<file path="src/rtl/mole_round_scheduler.sv">
// Whack-a-mole game sequencer: spawns one pseudo-random mole per tick, judges presses,
// keeps score and misses, steps the trigger difficulty and ends the game after too many misses.
module mole_round_scheduler #(
  parameter int          NUM_HOLES     = 4,
  parameter int          SCORE_W       = 8,
  parameter int          MAX_MISSES    = 3,
  parameter int          LEVEL_UP_HITS = 5,
  parameter logic [7:0]  LFSR_SEED     = 8'hA5
) (
  input  logic                 CLK100MHZ,
  input  logic                 reset,
  input  logic                 start,
  input  logic                 tick,
  input  logic [NUM_HOLES-1:0] btn,
  output logic [1:0]           difficulty,
  output logic [NUM_HOLES-1:0] mole,
  output logic [SCORE_W-1:0]   score,
  output logic [3:0]           misses,
  output logic                 game_over,
  output logic                 busy
);

  localparam int         IDX_W      = $clog2(NUM_HOLES);
  localparam logic [3:0] MAX_MISS_C = 4'(MAX_MISSES);
  localparam logic [3:0] LVL_HITS_C = 4'(LEVEL_UP_HITS);
  localparam logic [1:0] DIFF_TOP   = 2'b10;

  typedef enum logic [1:0] {
    S_IDLE,
    S_ARM,
    S_UP,
    S_OVER
  } state_e;

  state_e                 state_q;
  logic [7:0]             lfsr_q;
  logic [IDX_W-1:0]       prev_idx_q;
  logic [3:0]             lvl_hits_q;
  logic [NUM_HOLES-1:0]   mole_q;
  logic [SCORE_W-1:0]     score_q;
  logic [3:0]             misses_q;
  logic [1:0]             difficulty_q;
  logic                   game_over_q;

  logic                   lfsr_fb;
  logic [IDX_W-1:0]       raw_idx;
  logic [IDX_W-1:0]       spawn_idx_d;
  logic [NUM_HOLES-1:0]   spawn_mole_d;
  logic                   hit;

  // Taps x^8+x^6+x^5+x^4+1; a nonzero seed keeps the register out of the all-zero lockup.
  assign lfsr_fb      = lfsr_q[7] ^ lfsr_q[5] ^ lfsr_q[4] ^ lfsr_q[3];
  assign raw_idx      = lfsr_q[IDX_W-1:0];
  // Power-of-two hole count makes the +1 wrap naturally, so a repeat hole is never spawned.
  assign spawn_idx_d  = (raw_idx == prev_idx_q) ? IDX_W'(raw_idx + 1'b1) : raw_idx;
  assign spawn_mole_d = {{(NUM_HOLES-1){1'b0}}, 1'b1} << spawn_idx_d;
  assign hit          = |(btn & mole_q);

  // NOTE: all state updates use non-blocking assignments so every register samples the
  // pre-edge values; blocking here would let later statements see half-updated state.
  always_ff @(posedge CLK100MHZ) begin
    if (reset) begin
      state_q      <= S_IDLE;
      lfsr_q       <= LFSR_SEED;
      prev_idx_q   <= '0;
      lvl_hits_q   <= '0;
      mole_q       <= '0;
      score_q      <= '0;
      misses_q     <= '0;
      difficulty_q <= '0;
      game_over_q  <= 1'b0;
    end else begin
      lfsr_q <= {lfsr_q[6:0], lfsr_fb};
      unique case (state_q)
        S_IDLE, S_OVER: begin
          if (start) begin
            state_q      <= S_ARM;
            score_q      <= '0;
            misses_q     <= '0;
            lvl_hits_q   <= '0;
            difficulty_q <= '0;
            mole_q       <= '0;
            game_over_q  <= 1'b0;
          end
        end
        S_ARM: begin
          if (tick) begin
            state_q    <= S_UP;
            mole_q     <= spawn_mole_d;
            prev_idx_q <= spawn_idx_d;
          end
        end
        S_UP: begin
          // A hit outranks a tick arriving in the same cycle.
          if (hit) begin
            state_q <= S_ARM;
            mole_q  <= '0;
            if (!(&score_q)) score_q <= score_q + 1'b1;
            if (lvl_hits_q + 4'd1 == LVL_HITS_C) begin
              lvl_hits_q <= '0;
              if (difficulty_q != DIFF_TOP) difficulty_q <= difficulty_q + 2'd1;
            end else begin
              lvl_hits_q <= lvl_hits_q + 4'd1;
            end
          end else if (tick) begin
            mole_q   <= '0;
            misses_q <= misses_q + 4'd1;
            if (misses_q + 4'd1 == MAX_MISS_C) begin
              state_q     <= S_OVER;
              game_over_q <= 1'b1;
            end else begin
              state_q <= S_ARM;
            end
          end
        end
        default: state_q <= S_IDLE;
      endcase
    end
  end

  assign difficulty = difficulty_q;
  assign mole       = mole_q;
  assign score      = score_q;
  assign misses     = misses_q;
  assign game_over  = game_over_q;
  assign busy       = (state_q == S_ARM) || (state_q == S_UP);

endmodule

</file>
<file path="config.mk">
export PLATFORM = sky130hd
export DESIGN_NAME = mole_round_scheduler
export DESIGN_NICKNAME = d
export VERILOG_FILES = /design/src/rtl/mole_round_scheduler.sv
export SDC_FILE = /design/constraint.sdc
export NUM_CORES = 1
export LEC_CHECK = 0
export BUFFER_PORTS_ARGS = -buffer_cell sky130_fd_sc_hd__clkbuf_2
export CAP_MARGIN = 20
export CORE_MARGIN = 2
export CORE_UTILIZATION = 25
export CTS_BUF_LIST = sky130_fd_sc_hd__clkbuf_4
export CTS_CLUSTER_SIZE = 20
export DETAILED_ROUTE_END_ITERATION = 8
export GPL_TIMING_DRIVEN = 0
export MAX_ROUTING_LAYER = met4
export PLACE_DENSITY_LB_ADDON = 0.25
export REMOVE_ABC_BUFFERS = 1
export SYNTH_ARGS = -nofsm -noshare
export SYNTH_HDL_FRONTEND = slang
export SYNTH_SLANG_ARGS = --single-unit
</file>
<file path="constraint.sdc">
create_clock -name CLK100MHZ -period 2.1 [get_ports CLK100MHZ]
set_clock_uncertainty 0.15 [all_clocks]
set_input_delay 0.21 -clock CLK100MHZ [delete_from_list [all_inputs] [get_ports CLK100MHZ]]
set_output_delay 0.21 -clock CLK100MHZ [all_outputs]
set_load 0.02 [all_outputs]
</file>
* Yosys cells after proc, flatten, opt, wreduce, memory -nomap -nowiden
Index checks and enable logic that the tools add are counted.
** Cells by class
- Equal/unequal tests :: 17
- Reduce and logical (&&, ||, !) cells :: 13
- Multiplexer cells :: 32
- Bitwise operators :: 4
- Add/subtract/negate cells :: 5
- Shift operators :: 1
** Operator list (number)
- $mux W4 :: 8
- $mux W8 :: 3
- $mux W2 :: 10
- $ne A2 B2 Y1 const B :: 10
- $pmux W4 S2 :: 2
- $pmux W8 S2 :: 1
- $pmux W4 S3 :: 1
- $reduce_and A5 Y1 :: 2
- $add A4 B1 Y4 const B :: 2
- $add A8 B1 Y8 const B :: 1
- $reduce_and A4 Y1 :: 2
- $reduce_and A8 Y1 :: 1
- $pmux W2 S3 :: 1
- $reduce_and A3 Y1 :: 2
- $add A2 B1 Y2 const B :: 2
- $and A4 B4 Y4 :: 1
- $eq A2 B2 Y1 const B :: 2
- $eq A4 B2 Y1 const B :: 1
- $eq A4 B3 Y1 const B :: 1
- $mux W1 :: 4
- $pmux W2 S2 :: 1
- $reduce_or A4 Y1 :: 1
- $shl A1 B2 Y4 const A :: 1
- $ne A3 B3 Y1 const B :: 1
- other kinds (9) :: 11
** Storage, ports and cells
- Output and inout bits :: 20
- Flip-flop bits (word level) :: 35
- Word-level logic and storage cells :: 81

* Depth between registers and ports, before layout
Gate-level depths: netlist of run 1.
- Depth in word-level cells :: 6
- Depth in mapped cells :: 8
- Gate-level depth less buffers :: 7

* Least setup slack after synthesis of run 1
OpenSTA, ideal clock, no wires.
- Path kind :: register to register
- Start point :: register state_q[0]
- End point :: register score_q[7], in the netlist score[7]
- Period minus slack after synthesis :: 1.988 ns
- Path buffers :: 1
- Slack :: 0.112 ns
- Cell stages (with the launch flop) :: 9
- Arrival time :: 1.710 ns
- Required time :: 1.822 ns
- Cells stage by stage :: dfxtp_1 inv_1 ha_1 nand2b_1 a32o_2 buf_6 nor4_2 xnor2_1 nor2_1
** Between the ends
- Word-level cells in the longest chain between the ends :: 4
- Elaborated cells between the ends (all ways) :: 10
- Classes of those cells :: eq/ne (5); mux (1); reduce/logical (4)
** RTL lines
- from (decl) :: RTL line 35 : state_e state_q;
- from (signal assigned) :: RTL line 63 : state_q <= S_IDLE;
- from (signal assigned) :: RTL line 77 : state_q <= S_ARM;
- from (signal assigned) :: RTL line 88 : state_q <= S_UP;
- $eq A2 B2 Y1 or $logic_not A2 Y1 (tied branches) :: RTL line 74 : unique case (state_q)
- $reduce_or A2 Y1 :: RTL line 74
- $ne A2 B2 Y1 (no line) or $reduce_bool A2 Y1 (tied branches)
- $reduce_and A4 Y1 (no line)
- to (signal assigned) :: RTL line 98 : if (!(&score_q)) score_q <= score_q + 1'b1;
- to (decl) :: RTL line 40 : logic [SCORE_W-1:0] score_q;
Parallel ways exist; a longest one is shown, timed or not.
A chain may end at the register's enable or synchronous reset.

* Worst setup path after layout of run 1
- Start point :: register state_q[0]
- End point :: register score_q[6], in the netlist score[6]
Same word-level chain as after synthesis.

==> metrics, run 1 <==
count of mapped cells out of synthesis 195; source of the worst hold timing path start; Crit Path Category reg2reg; maximum number of pins on one net before global-route repair 30; proportion of synthesized area in mux cells 2.38%; routed length per instance 11.5 um; share of synthesized cell area in full adder, half adder and majority cells 5.77%; Sinks on Clock Net 35; FFs w/ async S/R, synth 0%; core region area 6760 um^2; data arrival time at the worst-slack endpoint 2.06 ns; overall die width 87.3 um; worst r2r dst score[6]; drt via density 4.61; max-capacitance violation count 0; layout overhead on the synthesized area 20.2%; shortest period the worst path allows 1.98 ns; Post-Synthesis Mean Instance Area 8.89 um^2; die outline area 7620 um^2; fmax 504 MHz; final worst path period share 94.5%; I/O pin total 28; fill count 751; buffer cell driving the clock tree root clkbuf_4; minimum setup slack among reg-to-reg paths 0.12 ns; Num CTS Buffers 5; main combinational cell family by area after synthesis simple AND/OR/NAND/NOR gates; number of stages on the worst hold path 3; Leakage Power 0.000770 uW; area share of and/or/nand/nor cells after synthesis 25.8%; clock transition time at the flip-flop clock pins of the worst setup and hold paths 0.12 ns; number of endpoints failing setup at the final stage 0; CTS max path bufs 2; CP required 2.17 ns; PwrDens 748 nW/um^2; number of nets at the end of the flow 239; Layout Cells excl Fill 304; count of H-tree levels built during CTS 2; xor/xnor share of the synthesized area 6.57%; global-route wire length before repair 5650 um; Post-synth EDFFs 0; Post-Route Setup TNS 0 ns; violation count after the first detailed-route iteration 49; Startpoint Class register; type of the most critical hold path in2reg; weighted congestion at the end of routability-driven global placement 0.745; number of cells after detailed placement 296; synthesized cell area 1730 um^2; final antenna-violating net count 0; via count of the first global-routing pass 1213; number of different library cells in the post-synthesis netlist 47; fraction of layout instances using a drive strength above 1 25.0%; outcome finished clean; register bit count reported by yosys 35; count of cells along the worst register-to-register path 7; antenna violations before repair 0; transition time at the pin with the least slew margin 0.636 ns; max_slew headroom 57.3%; max-slew violations 0; starting density of the core 25.7%; Detailed Routing Iterations Pass 1 4; cts hold-fix bufs 0; clock latency on the worst-skew pair 0.35 ns; Detail Placement HPWL 2450 um; top fanout value on the critical path 14; via count 1401; CTS tree yes; worst voltage drop across the vdd grid 0.194 mV; total routed wirelength 3480 um; Worst Hold End state_q[0]; category of the worst setup path capture point register; Hold Fails Final Rpt 0; most common flop cell mapped by yosys dfxtp_1; FP Rows 30; Antenna diodes 0; reg-to-reg startpoint state_q[0]; Seq/Total Area, Yosys 40.4%; number of buffers inserted by port buffering 27; DRC Markers 0; GRT Total Usage 9.68%; count of synthesis-stage warnings from yosys 0; post-synthesis compound-gate area fraction 14.2%; Vert. Die Dim 87.3 um; final global-route overflow total 0
-- logic make-up after synthesis --
family,after synthesis
DFF,35
muxes,4
AOI/OAI and AO/OA,36
buffers and inverters,17
xor gates and xnor gates,13
adders and majority gates,8
and+or+nand+nor,82
-- layer usage --
metal | part of all wire [%] | GRT usage, % | up-vias
li1 | - | - | 727
met1 | 52 | 13.1 | 642
met2 | 43 | 13.6 | 25
met3 | 3.6 | 2.65 | 7
met4 | 1.8 | 3.78 | 0
met5 | 0 | - | -
-- worst max-delay path by stage --
stage,end,startpoint,slack (ns),depth (start not counted)
2_1_floorplan,score[4],state_q[0],0.1,7
3_3_place_gp,score[4],state_q[0],-0.1,7
3_5_place_dp,score[4],state_q[0],-0.09,7
4_1_cts,score[6],state_q[0],0.006,7
5_1_grt,score[6],state_q[0],-0.001,7
6_report,score[6],state_q[0],0.12,7
-- cell usage after synthesis, types with 2 or more instances --
master,instances,area [um^2]
or3_1,6,37.5
nand2b_1,8,50.1
inv_1,11,41.3
or2_2,4,25.0
xor2_1,4,35.0
ha_1,8,100
and2_1,3,18.8
a31oi_1,2,12.5
xnor2_1,9,78.8
nand3_1,5,25.0
a21oi_1,10,50.1
nor2_1,15,56.3
clkbuf_1,3,11.3
a211oi_1,3,22.5
a22oi_2,2,25.0
dfxtp_1,35,701
nor4_1,2,12.5
nand4_1,3,18.8
nand3b_1,2,15.0
nand2_1,19,71.3
o31ai_1,2,15.0
buf_6,2,22.5
o21ai_0,7,35.0
mux2i_1,3,30.0
nor2b_1,5,31.3
-- registers in the layout (all words and copies together), names as in the netlist --
name	count
lvl_hits_q	4
difficulty	2
score	8
misses	4
mole	4
state_q	2
prev_idx_q	2
lfsr_q	8
game_over	1
-- worst max-delay path, cell delays in order, from the launching register on --
cell      delay (ns)
dfxtp_1         0.35
inv_1           0.08
ha_4            0.26
nand2b_1        0.15
a32o_4          0.34
nor4_2          0.31
xnor2_1         0.15
nor2_1          0.06
-- cell type report --
cell class | count | area [um^2] | area share (%)
Sequential cell | 35 | 703 | 33.7
Multi-Input combinational cell | 143 | 1000 | 48.0
Timing Repair Buffer | 27 | 135 | 6.48
Clock buffer | 5 | 37.5 | 1.80
Clock inverter | 3 | 67.6 | 3.24
Tap cell | 80 | 100 | 4.80
Inverter | 11 | 41.3 | 1.98
-- where the power goes --
group | switching (uW) | internal, uW | total (uW)
Clock | 248 | 370 | 618
Combinational | 134 | 91.8 | 225
Sequential | 22.3 | 694 | 716
-- metrics by stage --
step	power, uW	setup WS (ns)	hold slack (ns)	util, %	area (um^2)
6_report	1560	0.116	0.0750	30.9	2080
3_3_place_gp	943	-0.0987	0.241	28.5	1930
5_1_grt	1640	-0.000953	0.0778	30.9	2080
2_1_floorplan	882	0.0990	0.129	-	1690
4_1_cts	1570	0.00599	0.0645	30.2	2040
3_5_place_dp	944	-0.0933	0.253	28.5	1930
-- layout by cell type (no fill, tap or decap), types with 2 or more instances in the layout --
cell type	count
o31ai_1	2
nor2b_1	5
mux2i_1	3
nand2_1	19
or2_2	4
xnor2_1	9
inv_1	11
and2_1	3
a211oi_1	3
nand4_1	3
or3_1	6
dfxtp_1	33
bufinv_16	2
nand2b_1	8
xor2_1	4
nor2_1	15
clkbuf_2	27
o21ai_0	7
dfxtp_2	2
a22oi_2	2
a21oi_1	10
nand3_1	5
a31oi_1	2
nand3b_1	2
nor4_2	3
clkbuf_4	5
ha_1	6
-- timing repair --
item,in CTS,in global routing
setup endpoints to repair,6,9
resized for setup,2,8
pin swaps,0,1
buffers inserted,0,0
No activity file was read; power rests on OpenSTA's default activity.
==> run 2, diff against run 1 <==
==> constraint.sdc (replaced) <==
create_clock -name CLK100MHZ -period 2.4 [get_ports CLK100MHZ]
set_clock_uncertainty 0.15 [all_clocks]
set_input_delay 0.24 -clock CLK100MHZ [delete_from_list [all_inputs] [get_ports CLK100MHZ]]
set_output_delay 0.24 -clock CLK100MHZ [all_outputs]
set_load 0.02 [all_outputs]
==> metrics, run 2 (same netlist as run 1, synthesis figures left out) <==
max_slew headroom 57.4% (+0.12 points); top fanout value on the critical path 14 (unchanged); drt via density 4.57 (-0.93%); I/O pin total 28 (unchanged); CTS max path bufs 2 (unchanged); max-slew violations 0 (unchanged); routed length per instance 11.4 um (-0.75%); delay of the slowest cell on the worst path 0.47 ns (+0.12 ns); Num CTS Buffers 5 (unchanged); core region area 6760 um^2 (unchanged); starting density of the core 25.7% (unchanged); final antenna-violating net count 0 (unchanged); utilization of the core after routing 30.1% (-0.80 points); violation count after the first detailed-route iteration 56 (+14%); total routed wirelength 3460 um (-0.75%); CP cell instances inv_1 -> ha_1 -> nand2b_1 -> a32o_2 -> nor4b_1 -> xnor2_1 -> nor2_1; layout overhead on the synthesized area 17.1%; maximum number of pins on one net before global-route repair 30 (unchanged); clock transition time at the flip-flop clock pins of the worst setup and hold paths 0.12 ns (about the same); final worst path period share 92.2% (-2.3 points); number of nets at the end of the flow 239 (unchanged); slowest CP cell ha_1; Leakage Power 0.000771 uW (+0.13%); antenna violations before repair 0 (unchanged); GRT Total Usage 9.68% (unchanged); shortest period the worst path allows 2.21 ns (+0.229 ns); PwrDens 666 nW/um^2 (-11%); max-capacitance violation count 0 (unchanged); Sinks on Clock Net 35 (unchanged); outcome finished clean; Detail Placement HPWL 2450 um (unchanged); commonest non-fill, non-tap cells in the layout dfxtp_1, clkbuf_2, nand2_1; source of the worst hold timing path start; final global-route overflow total 0 (unchanged); fraction of layout instances using a drive strength above 1 21.9% (-3.1 points); number of buffers inserted by port buffering 27 (unchanged); Post-CTS Setup Inserts 0 (unchanged); WP buf/inv 1 (unchanged); fmax 452 MHz (-10%); post-cts resize count 0 (-2); count of H-tree levels built during CTS 2 (unchanged); Crit Path Category reg2reg; overall die width 87.3 um (unchanged); Detailed Routing Iterations Pass 1 4 (unchanged); worst voltage drop across the vdd grid 0.171 mV (-12%); category of the worst setup path capture point register; buffer cell driving the clock tree root clkbuf_4; Antenna diodes 0 (unchanged); CP top delay family simple AND/OR/NAND/NOR gates; via count of the first global-routing pass 1215 (+0.16%); worst setup path startpoint state_q[0]; CTS tree yes; transition time at the pin with the least slew margin 0.634 ns (-0.00174 ns); cts hold-fix bufs 0 (unchanged); Startpoint Class register; via count 1388 (-0.93%); commonest non-fill, non-tap cell in the layout dfxtp_1; reg-to-reg startpoint state_q[0]; data arrival time at the worst-slack endpoint 2.29 ns (+0.23 ns); global-route wire length before repair 5650 um (unchanged); type of the most critical hold path in2reg; weighted congestion at the end of routability-driven global placement 0.745 (unchanged); Post-Route Setup TNS 0 ns (unchanged); FP Rows 30 (unchanged); CP required 2.48 ns (+0.31 ns); die outline area 7620 um^2 (unchanged); number of endpoints failing setup at the final stage 0 (unchanged); clock latency on the worst-skew pair 0.35 ns (about the same); Hold Fails Final Rpt 0 (unchanged); RSZ-0062 raised after global routing false; Vert. Die Dim 87.3 um (unchanged); DRC Markers 0 (unchanged)
-- run 2: final timing paths --
kind                endpoint  slack, ns  depth (start not counted)
hold reg to reg    lfsr_q[7]       0.28                          1
hold / removal    state_q[0]       0.09                          3
setup reg to reg    score[4]       0.19                          7
setup / recovery    score[4]       0.19                          7
-- run 2: final cells by class --
type                    count  area (um^2)
inverters                  11         41.3
repair buffers             27          135
fillers                   751         4730
clock buffers               5         37.5
clock inverters             3         67.6
flip-flops and latches     35          701
well taps                  80          100
multi-input cells         143          948
-- run 2: worst register-to-register path, stage by stage (launching register included) --
cell,delay (ns)
dfxtp_1,0.33
inv_1,0.07
ha_1,0.47
nand2b_1,0.10
a32o_2,0.35
nor4b_1,0.40
xnor2_1,0.16
nor2_1,0.05
-- run 2: metrics by stage --
step / std cells / total power, uW / cell area (um^2) / setup WS (ns) / hold slack, ns
2_1_floorplan: 189 / 771 / 1690 / 0.399 / 0.159
3_3_place_gp: 296 / 825 / 1930 / 0.201 / 0.241
3_5_place_dp: 296 / 826 / 1930 / 0.207 / 0.253
4_1_cts: 304 / 1370 / 2030 / 0.181 / 0.0944
5_1_grt: 304 / 1420 / 2030 / 0.0163 / 0.106
6_report: 304 / 1350 / 2030 / 0.187 / 0.0950
-- run 2: layer usage --
layer / vias up / wire (um) / global-route usage (%)
met5: - / 0 / -
li1: 730 / - / -
met1: 629 / 1820 / 13.1
met3: 7 / 122 / 2.65
met2: 22 / 1450 / 13.6
met4: 0 / 61 / 3.78
-- run 2: report_power, final --
| group | switching, uW | total [uW] | leakage, uW | internal [uW] |
|---|---|---|---|---|
| Combinational | 112 | 185 | 0.000435 | 72.4 |
| Sequential | 19.1 | 626 | 0.000285 | 607 |
| Clock | 219 | 542 | 0.0000514 | 324 |
| Total | 350 | 1350 | 0.000771 | 1000 |
